$ cat src/rtl/dual_dispatch_if.sv
// dual_dispatch_if: bundle of the instruction-queue, writeback and issue
// signals around the dual-issue dispatch stage.
//   master : queue/backend side (drives instructions, writebacks, issue_en)
//   slave  : dispatch stage (drives stalls, issue slots, stall counter)
interface dual_dispatch_if #(
  parameter int CNT_W = 16
);
  logic [31:0]      inst1;
  logic [31:0]      inst2;
  logic             in1_vld;
  logic             in2_vld;
  logic             issue_en;
  logic             wb1_en;
  logic [4:0]       wb1_reg;
  logic             wb2_en;
  logic [4:0]       wb2_reg;
  logic             stall1;
  logic             stall2;
  logic             iss1_vld;
  logic [31:0]      iss1_inst;
  logic             iss2_vld;
  logic [31:0]      iss2_inst;
  logic [CNT_W-1:0] stall_cnt;

  modport master (
    output inst1, inst2, in1_vld, in2_vld, issue_en,
    output wb1_en, wb1_reg, wb2_en, wb2_reg,
    input  stall1, stall2, iss1_vld, iss1_inst, iss2_vld, iss2_inst, stall_cnt
  );

  modport slave (
    input  inst1, inst2, in1_vld, in2_vld, issue_en,
    input  wb1_en, wb1_reg, wb2_en, wb2_reg,
    output stall1, stall2, iss1_vld, iss1_inst, iss2_vld, iss2_inst, stall_cnt
  );
endinterface

$ cat src/rtl/dual_dispatch.sv
// dual_dispatch: in-order dual-issue dispatch stage.
// Looks at the two oldest queue entries each cycle, checks them against a
// register busy scoreboard and against each other, and issues 0, 1 or 2
// instructions on registered issue slots. stall1/stall2 tell the queue how
// far to advance.
// Ports:
//   clk  - clock, all state on rising edge
//   rst  - synchronous active-high reset
//   bus  - dual_dispatch_if.slave: queue heads, writebacks, issue_en in;
//          stall1/stall2 (combinational), iss* slots and stall_cnt out
module dual_dispatch #(
  parameter int NREG  = 32,
  parameter int CNT_W = 16
) (
  input  logic           clk,
  input  logic           rst,
  dual_dispatch_if.slave bus
);

  logic [NREG-1:0]  busy_q;
  logic [NREG-1:0]  busy_nxt;
  logic             iss1_vld_q;
  logic             iss2_vld_q;
  logic [31:0]      iss1_inst_q;
  logic [31:0]      iss2_inst_q;
  logic [CNT_W-1:0] stall_cnt_q;

  logic [5:0] op1, op2;
  logic [4:0] rs1, rt1, rs2, rt2;
  logic [4:0] dest1, dest2;
  logic       hz1, hz2;
  logic       pair_raw, pair_waw;
  logic       issue1, issue2;

  // Immediate / funct bits are irrelevant to hazard detection.
  logic unused_imm;
  assign unused_imm = ^{bus.inst1[10:0], bus.inst2[10:0]};

  // R-type (op==0) writes rd; every other op writes rt.
  assign op1   = bus.inst1[31:26];
  assign rs1   = bus.inst1[25:21];
  assign rt1   = bus.inst1[20:16];
  assign dest1 = (op1 == 6'd0) ? bus.inst1[15:11] : rt1;
  assign op2   = bus.inst2[31:26];
  assign rs2   = bus.inst2[25:21];
  assign rt2   = bus.inst2[20:16];
  assign dest2 = (op2 == 6'd0) ? bus.inst2[15:11] : rt2;

  // Register 0 is hard-wired and never reports busy.
  function automatic logic busy_at(input logic [NREG-1:0] sb, input logic [4:0] r);
    return (r != 5'd0) && sb[r];
  endfunction

  // rt is only a source for R-type; for I-type it is the destination and is
  // covered by the dest check.
  assign hz1 = busy_at(busy_q, rs1) | ((op1 == 6'd0) & busy_at(busy_q, rt1)) |
               busy_at(busy_q, dest1);
  assign hz2 = busy_at(busy_q, rs2) | ((op2 == 6'd0) & busy_at(busy_q, rt2)) |
               busy_at(busy_q, dest2);

  assign pair_raw = (dest1 != 5'd0) & ((rs2 == dest1) | ((op2 == 6'd0) & (rt2 == dest1)));
  assign pair_waw = (dest1 != 5'd0) & (dest2 == dest1);

  // Slot 2 can only go when slot 1 goes: issue stays strictly in order.
  assign issue1 = !rst & bus.issue_en & bus.in1_vld & !hz1;
  assign issue2 = issue1 & bus.in2_vld & !hz2 & !pair_raw & !pair_waw;

  assign bus.stall1 = !issue1;
  assign bus.stall2 = !issue2;

  // Clears first, then sets, so a register retired and re-claimed in the
  // same cycle stays busy.
  always_comb begin
    busy_nxt = busy_q;
    if (bus.wb1_en) busy_nxt[bus.wb1_reg] = 1'b0;
    if (bus.wb2_en) busy_nxt[bus.wb2_reg] = 1'b0;
    if (issue1 && (dest1 != 5'd0)) busy_nxt[dest1] = 1'b1;
    if (issue2 && (dest2 != 5'd0)) busy_nxt[dest2] = 1'b1;
    busy_nxt[0] = 1'b0;
  end

  always_ff @(posedge clk) begin
    if (rst) begin
      busy_q      <= '0;
      iss1_vld_q  <= 1'b0;
      iss2_vld_q  <= 1'b0;
      iss1_inst_q <= '0;
      iss2_inst_q <= '0;
      stall_cnt_q <= '0;
    end else begin
      busy_q     <= busy_nxt;
      iss1_vld_q <= issue1;
      iss2_vld_q <= issue2;
      if (issue1) iss1_inst_q <= bus.inst1;
      if (issue2) iss2_inst_q <= bus.inst2;
      if (bus.in1_vld && !issue1 && (stall_cnt_q != {CNT_W{1'b1}}))
        stall_cnt_q <= stall_cnt_q + CNT_W'(1);
    end
  end

  assign bus.iss1_vld  = iss1_vld_q;
  assign bus.iss2_vld  = iss2_vld_q;
  assign bus.iss1_inst = iss1_inst_q;
  assign bus.iss2_inst = iss2_inst_q;
  assign bus.stall_cnt = stall_cnt_q;

endmodule
$ cat src/flat_wrapper.sv
// flat-port wrapper written by rule: the top's interface ports become plain ports
module dual_dispatch_flat 
#(
  parameter int NREG  = 32,
  parameter int CNT_W = 16
)
  (clk, rst, bus_inst1, bus_inst2, bus_in1_vld, bus_in2_vld, bus_issue_en, bus_wb1_en, bus_wb1_reg, bus_wb2_en, bus_wb2_reg, bus_stall1, bus_stall2, bus_iss1_vld, bus_iss1_inst, bus_iss2_vld, bus_iss2_inst, bus_stall_cnt);
  dual_dispatch_if #(.CNT_W(CNT_W)) bus_i ();
  input  logic clk;
  input  logic rst;
  input wire logic [$bits(bus_i.inst1)-1:0] bus_inst1;
  input wire logic [$bits(bus_i.inst2)-1:0] bus_inst2;
  input wire logic [$bits(bus_i.in1_vld)-1:0] bus_in1_vld;
  input wire logic [$bits(bus_i.in2_vld)-1:0] bus_in2_vld;
  input wire logic [$bits(bus_i.issue_en)-1:0] bus_issue_en;
  input wire logic [$bits(bus_i.wb1_en)-1:0] bus_wb1_en;
  input wire logic [$bits(bus_i.wb1_reg)-1:0] bus_wb1_reg;
  input wire logic [$bits(bus_i.wb2_en)-1:0] bus_wb2_en;
  input wire logic [$bits(bus_i.wb2_reg)-1:0] bus_wb2_reg;
  output wire logic [$bits(bus_i.stall1)-1:0] bus_stall1;
  output wire logic [$bits(bus_i.stall2)-1:0] bus_stall2;
  output wire logic [$bits(bus_i.iss1_vld)-1:0] bus_iss1_vld;
  output wire logic [$bits(bus_i.iss1_inst)-1:0] bus_iss1_inst;
  output wire logic [$bits(bus_i.iss2_vld)-1:0] bus_iss2_vld;
  output wire logic [$bits(bus_i.iss2_inst)-1:0] bus_iss2_inst;
  output wire logic [$bits(bus_i.stall_cnt)-1:0] bus_stall_cnt;
  assign bus_i.inst1 = bus_inst1;
  assign bus_i.inst2 = bus_inst2;
  assign bus_i.in1_vld = bus_in1_vld;
  assign bus_i.in2_vld = bus_in2_vld;
  assign bus_i.issue_en = bus_issue_en;
  assign bus_i.wb1_en = bus_wb1_en;
  assign bus_i.wb1_reg = bus_wb1_reg;
  assign bus_i.wb2_en = bus_wb2_en;
  assign bus_i.wb2_reg = bus_wb2_reg;
  assign bus_stall1 = bus_i.stall1;
  assign bus_stall2 = bus_i.stall2;
  assign bus_iss1_vld = bus_i.iss1_vld;
  assign bus_iss1_inst = bus_i.iss1_inst;
  assign bus_iss2_vld = bus_i.iss2_vld;
  assign bus_iss2_inst = bus_i.iss2_inst;
  assign bus_stall_cnt = bus_i.stall_cnt;
  dual_dispatch #(.NREG(NREG), .CNT_W(CNT_W)) u_core (.clk(clk), .rst(rst), .bus(bus_i));
endmodule
$ cat config.mk
export PLATFORM = sky130hd
export DESIGN_NAME = dual_dispatch_flat
export DESIGN_NICKNAME = d
export VERILOG_FILES = /design/src/rtl/dual_dispatch_if.sv /design/src/rtl/dual_dispatch.sv /design/src/flat_wrapper.sv
export SDC_FILE = /design/constraint.sdc
export NUM_CORES = 1
export LEC_CHECK = 0
export ABC_AREA = 1
export CAP_MARGIN = 20
export CELL_PAD_IN_SITES_DETAIL_PLACEMENT = 1
export CELL_PAD_IN_SITES_GLOBAL_PLACEMENT = 2
export CORE_MARGIN = 4
export CORE_UTILIZATION = 25
export CTS_BUF_LIST = sky130_fd_sc_hd__clkbuf_2
export DETAILED_ROUTE_END_ITERATION = 7
export PLACE_DENSITY_LB_ADDON = 0.15
export SYNTH_ARGS = -nofsm -noshare
export SYNTH_HDL_FRONTEND = slang
export SYNTH_SLANG_ARGS = --single-unit
export TNS_END_PERCENT = 1
$ cat constraint.sdc
create_clock -name clk -period 3.57 [get_ports clk]
set_input_delay 0.8925 -clock clk [delete_from_list [all_inputs] [get_ports clk]]
set_output_delay 0.8925 -clock clk [all_outputs]
set_load 0.1 [all_outputs]
# Yosys cells after proc, flatten, opt, wreduce, memory -nomap -nowiden
# Index checks and enable logic that the tools add are counted.
dict set report totals {
  register_bits 114
  output_inout_bits 84
}
dict set report op_classes {
  n_addsub 1
  n_lt_le_gt_ge 12
  eq_ne 4
  muxes 26
  n_bitwise 23
  reduce_logical 29
}
# op count
set op_table {}
lappend op_table {{$mux W32} 4}
lappend op_table {{$and A32 B32 Y32} 2}
lappend op_table {{$not A32 Y32} 2}
lappend op_table {{$or A32 B32 Y32} 2}
lappend op_table {{$lt A5 B6 Y1 const B} 8}
lappend op_table {{$bmux W1 S5} 6}
lappend op_table {{$reduce_bool A5 Y1} 6}
lappend op_table {{$demux W1 S5} 4}
lappend op_table {{$ge A5 B1 Y1 const B} 4}
lappend op_table {{$add A16 B1 Y16 const B} 1}
lappend op_table {{$ne A16 B16 Y1 const B} 1}
lappend op_table {{$eq A5 B5 Y1} 3}
lappend op_table {{$logic_and A1 B1 Y1} 14}
lappend op_table {{$and A1 B1 Y1} 12}
lappend op_table {{$logic_not A6 Y1} 2}
lappend op_table {{$mux W1} 10}
lappend op_table {{$mux W5} 2}
lappend op_table {{$logic_not A1 Y1} 7}
lappend op_table {{$or A1 B1 Y1} 5}

# Logic depth before layout (Yosys ltp)
dict set report depth {
  ltp_word 14
  depth_mapped 21
  mapped_depth_nobuf 17
}

# Worst setup path before layout
# OpenSTA, ideal clock, no wires.
dict set report synth_path {
  path_kind {input port to output port}
  startpoint {in bus_inst2[28]}
  endpoint {out bus_stall2}
  arrival_time_ns 2.703
  path_slack_ns -0.025
  cell_stages 19
  cell_sequence {nor2_2 nand3_1 buf_2 nand2_1 nand2_1 buf_4 nand2_1 nand2_1 nand2_1 nand2_1 nand2_1 nand2_1 nor2_1 nand3_1 nand2_1 nor2_4 buf_6 inv_4 buf_6}
}
dict set report synth_via {
  elab_chain_len 11
  word_cells_on_any_way 21
  classes_between {eq/ne: 1; mux: 3; bitwise: 10; reduce/logical: 7}
}
# element line
set synth_rtl {}
lappend synth_rtl {{from (decl)} flat_wrapper.sv:12} ;# input wire logic [$bits(bus_i.inst2)-1:0] bus_inst2;
lappend synth_rtl {{$logic_not A6 Y1 *} {dual_dispatch.sv:47, dual_dispatch.sv:58, dual_dispatch.sv:61}}
lappend synth_rtl {{$mux W5} dual_dispatch.sv:47} ;# assign dest2 = (op2 == 6'd0) ? bus.inst2[15:11] : rt2;
lappend synth_rtl {{$bmux W1 S5} dual_dispatch.sv:51} ;# return (r != 5'd0) && sb[r];
lappend synth_rtl {{$mux W1 (not written as such)} dual_dispatch.sv:51}
lappend synth_rtl {{$logic_and A1 B1 Y1} dual_dispatch.sv:51}
lappend synth_rtl {{$or A1 B1 Y1} dual_dispatch.sv:58} ;# assign hz2 = busy_at(busy_q, rs2) | ((op2 == 6'd0) & busy_at(busy_q, rt2)) |
lappend synth_rtl {{$logic_not A1 Y1} dual_dispatch.sv:66} ;# assign issue2 = issue1 & bus.in2_vld & !hz2 & !pair_raw & !pair_waw;
lappend synth_rtl {{$and A1 B1 Y1 (2 in a row)} dual_dispatch.sv:66}
lappend synth_rtl {{$and A1 B1 Y1 *} dual_dispatch.sv:66}
lappend synth_rtl {{$logic_not A1 Y1 *} dual_dispatch.sv:69} ;# assign bus.stall2 = !issue2;
lappend synth_rtl {{to (decl)} flat_wrapper.sv:21} ;# output wire logic [$bits(bus_i.stall2)-1:0] bus_stall2;
# Mark *: on every way between the ends. The rest lies on a longest branch, timed or not. The select of a mux whose other input is x is not followed.

# Worst setup path after layout
dict set report layout_path {
  startpoint {in bus_inst1[30]}
  endpoint {out bus_stall2}
}
dict set report layout_via {
  elab_chain_len 13
  word_cells_on_any_way 25
  classes_between {eq/ne: 3; mux: 3; bitwise: 12; reduce/logical: 7}
}
# element line
set layout_rtl {}
lappend layout_rtl {{from (decl)} flat_wrapper.sv:11} ;# input wire logic [$bits(bus_i.inst1)-1:0] bus_inst1;
lappend layout_rtl {{$logic_not A6 Y1 *} {dual_dispatch.sv:43, dual_dispatch.sv:56}}
lappend layout_rtl {{$mux W5} dual_dispatch.sv:43} ;# assign dest1 = (op1 == 6'd0) ? bus.inst1[15:11] : rt1;
lappend layout_rtl {{$bmux W1 S5} dual_dispatch.sv:51}
lappend layout_rtl {{$mux W1 (not written as such)} dual_dispatch.sv:51}
lappend layout_rtl {{$logic_and A1 B1 Y1} dual_dispatch.sv:51}
lappend layout_rtl {{$or A1 B1 Y1} dual_dispatch.sv:56} ;# assign hz1 = busy_at(busy_q, rs1) | ((op1 == 6'd0) & busy_at(busy_q, rt1)) |
lappend layout_rtl {{$logic_not A1 Y1} dual_dispatch.sv:65} ;# assign issue1 = !rst & bus.issue_en & bus.in1_vld & !hz1;
lappend layout_rtl {{$and A1 B1 Y1} dual_dispatch.sv:65}
lappend layout_rtl {{$and A1 B1 Y1 (3 in a row)} dual_dispatch.sv:66}
lappend layout_rtl {{$and A1 B1 Y1 *} dual_dispatch.sv:66}
lappend layout_rtl {{$logic_not A1 Y1 *} dual_dispatch.sv:69}
# Marks and branches as above.

==> results.yml <==
status:
  status: "finished, violations left"
  violations: "negative setup slack"
logic_synthesis:
  synth_warnings: 0
  yosys.area.top_type: "dfxtp_1"
  ys_ff_latch: 113
  synth_top_area_share_pct: 27.2
  syn_area_per_cell_um2: 5.99
  synth_edf_count: 0
  synth.cell_area_um2: 8320
  synth_commonest_cells: "nand2_1 (358), nor2_1 (207), inv_1 (146), dfxtp_1 (113), o21ai_0 (106)"
  ys.flop_type: "dfxtp_1"
  yosysMostFrequentCell: "nand2_1"
  syn_nets: 1472
  synth_area_leaders: "dfxtp_1 (27%), nand2_1 (16%), nor2_1 (9.3%)"
  netlist_instances: 1390
  seq_area_frac_synth_pct: 27.2
  ys_async_sr_fraction_pct: 0
  synthDistinctLibCells: 36
grt:
  grt_overflow_total: 0
  grt_pass1_wl_um: 64000
  grt.met2_usage_pct: 38.1
  antenna_found_initial: 1
  gr-usage-met1_pct: 31.0
  grt_max_degree: 72
  grt_usage_pct: 23.2
  grt_pass1_vias: 10700
  grt.busiest_layer: "met2"
  met3_usage_pct: 5.36
place:
  place_inst: 2090
  placed_area_um2: 11300
  port_buffers: 164
  place_congestion: 0.942
  dp_hpwl_um: 32400
clock_tree:
  cts_tree: "built"
  clock_latency_ns: 0.82
  hold_buffers: 0
  cts.sinks: 113
  cts_inserted_buffers: 17
  cts_buffer_depth: 2
  cts_root_buffer: "clkbuf_2"
  h-tree-depth: 4
  path_clk_slew_ns: 0.20
sta:
  final.setup_skew_ns: 0.0529
  relSlewSlack_pct: 34.1
  tightest_slew_ns: 0.986
  rsz0062_at_grt: "yes"
  period_needed_ns: 3.68
  fin_setup_tns_ns: -0.184
  max_freq_mhz: 272
  slew_violations: 0
  final.period_utilization_pct: 103
  setup_viol_count_final: 2
  layout_setup_ws_ns: -0.106
  hold_violations: 0
floorplan:
  die_w_um: 190
  initial_core_util_pct: 25.4
  coreArea_um2: 32700
  dieArea_um2: 36300
  pin_count: 165
  num_rows: 66
  die_y_um: 190
power:
  seqPwrFrac_pct: 40.7
  switching_share_pct: 39.9
  pwr-share-clk_pct: 28.8
  p_int_mw: 1.92
  p_leak_nw: 5.46
  p_comb_share_pct: 30.5
  power_switching_mw: 1.27
  ir_drop_uv: 141
  powerDensity_nw_per_um2: 263
finish:
  nNetsFinal: 1782
  multi_input_area_um2: 5310
  design_area_um2: 12100
  layout-drive-gt1-share_pct: 27.1
  ff_latch_area_um2: 2290
  syn_to_final_growth_pct: 45.5
  num-fill-cells: 4281
  final_cells: 2157
worst_setup_path:
  start_kind: "input port"
  worstPathArrival_ns: 2.78
  worstSetupPathType: "in -> out"
  crit_path_end_kind: "output port"
  critPathRequiredTime_ns: 2.68
  cp_max_fo: 6
drt:
  viasPerCell: 4.90
  firstDrtPassIters: 5
  drt_iter0_drc: 643
  wirelength_um: 43200
  drcViolationCount: 0
  vias: 10600
  drtAntennaViolNets: 0
  wl_per_cell_um: 20.0
run:
  cap_violations: 0
hold_path:
  hold_path_class: "in -> reg"
-- worst max-delay path: stages --
cell and delay [ns]:
buf_6 0.10, nor2_4 0.17, nand3_4 0.13, buf_6 0.15
o21ai_4 0.27, nand2_2 0.14, nor2_4 0.13, nand2_2 0.11
nand2_1 0.10, nor2_2 0.05, nand3_4 0.09, nand2_4 0.07
nor2_4 0.16, inv_4 0.05, buf_12 0.16
-- kinds of logic (layout without fill, tap and decap cells) --
group                    after synthesis  in the layout  share of synthesized area, %
AO/OA/AOI/OAI                        247            247                          16.3
buffers and inverters                218            540                          11.6
XOR/XNOR                              14             14                          1.47
other                                  0              2                             0
adder cells (fa/ha/maj)                1              1                         0.150
flip-flops                           113            113                          27.2
AND/OR/NAND/NOR                      797            798                          43.3
-- cell type report --
cell class                      instances  area share (%)
Tap cell                              442            4.57
Antenna cell                            2          0.0413
Inverter                              154            5.05
Multi-Input combinational cell       1060            43.8
Timing Repair Buffer                  354            25.6
Clock inverter                         15            1.25
Clock buffer                           17           0.703
Sequential cell                       113            19.0
-- path summary, 6_finish.rpt --
| path | from | end | slack, ns | cells after the start |
|---|---|---|---|---|
| worst min register to register | u_core.bus.iss1_inst[0]$_SDFFE_PP0N_ | u_core.bus.iss1_inst[0]$_SDFFE_PP0N_ | 0.50 | 2 |
| worst max register to register | u_core.busy_q[7]$_SDFF_PP0_ | u_core.bus.iss2_inst[17]$_SDFFE_PP0P_ | 0.74 | 18 |
| worst max-delay path | bus_inst1[30] | bus_stall2 | -0.11 | 15 |
| worst min-delay path | bus_inst2[29] | u_core.bus.iss2_inst[29]$_SDFFE_PP0P_ | 0.32 | 3 |
-- state kept, by name, summed over array words and instances, names as in the netlist --
name                  count
u_core.bus.iss2_inst     32
u_core.busy_q            31
u_core.bus.iss1_inst     32
u_core.bus.iss2_vld       1
u_core.bus.stall_cnt     16
u_core.bus.iss1_vld       1
-- power by group through the flow --
stage | combinational, mW | sequential (mW) | clock, mW
2_1_floorplan | 0.354 | 1.48 | 0
3_3_place_gp | 0.909 | 1.33 | 0
3_5_place_dp | 0.916 | 1.33 | 0
4_1_cts | 0.966 | 1.30 | 0.965
5_1_grt | 1.05 | 1.30 | 1.01
6_report | 0.974 | 1.30 | 0.917
-- metal layers --
metal	wire length [um]	part of all wire, %
met4	730	1.7
met2	20300	47
met1	19500	45
met3	2650	6.1
met5	0	0
-- cells in the final DEF (no fill, tap or decap), drive strengths merged, types with 2 or more instances in the layout --
master	synthesis	layout
clkbuf	21	17
buf	43	281
clkdlybuf4s15	0	2
nor3	31	31
diode	0	2
o21ai	118	118
a21oi	104	104
o221ai	8	8
nand3	102	102
nor4	2	2
inv	152	153
nand4	70	70
xnor2	3	3
clkinvlp	0	9
dfxtp	113	113
clkinv	2	6
nor2	220	220
dlygate4sd2	0	15
clkdlybuf4s50	0	56
nand2	371	372
o211ai	17	17
xor2	11	11
-- metrics by stage --
step	setup WS [ns]	util, %	power [mW]	hold WS, ns
floorplan	-0.000123	-	1.84	0.559
global placement	-0.636	34.5	2.24	0.466
detailed placement	-0.653	34.5	2.24	0.476
CTS	-0.110	36.7	3.23	0.224
global route	-0.229	37.0	3.37	0.257
finish	-0.106	37.0	3.19	0.323
-- repair_timing --
action                                  in CTS  in global routing
endpoints found under the hold margin        0                  0
endpoints found under the setup margin       2                  2
cloned                                       3                  0
gates resized for setup                    174                 27
buffers inserted                            29                  4
pin swaps                                   43                 14
No activity file was read; power rests on OpenSTA's default activity.
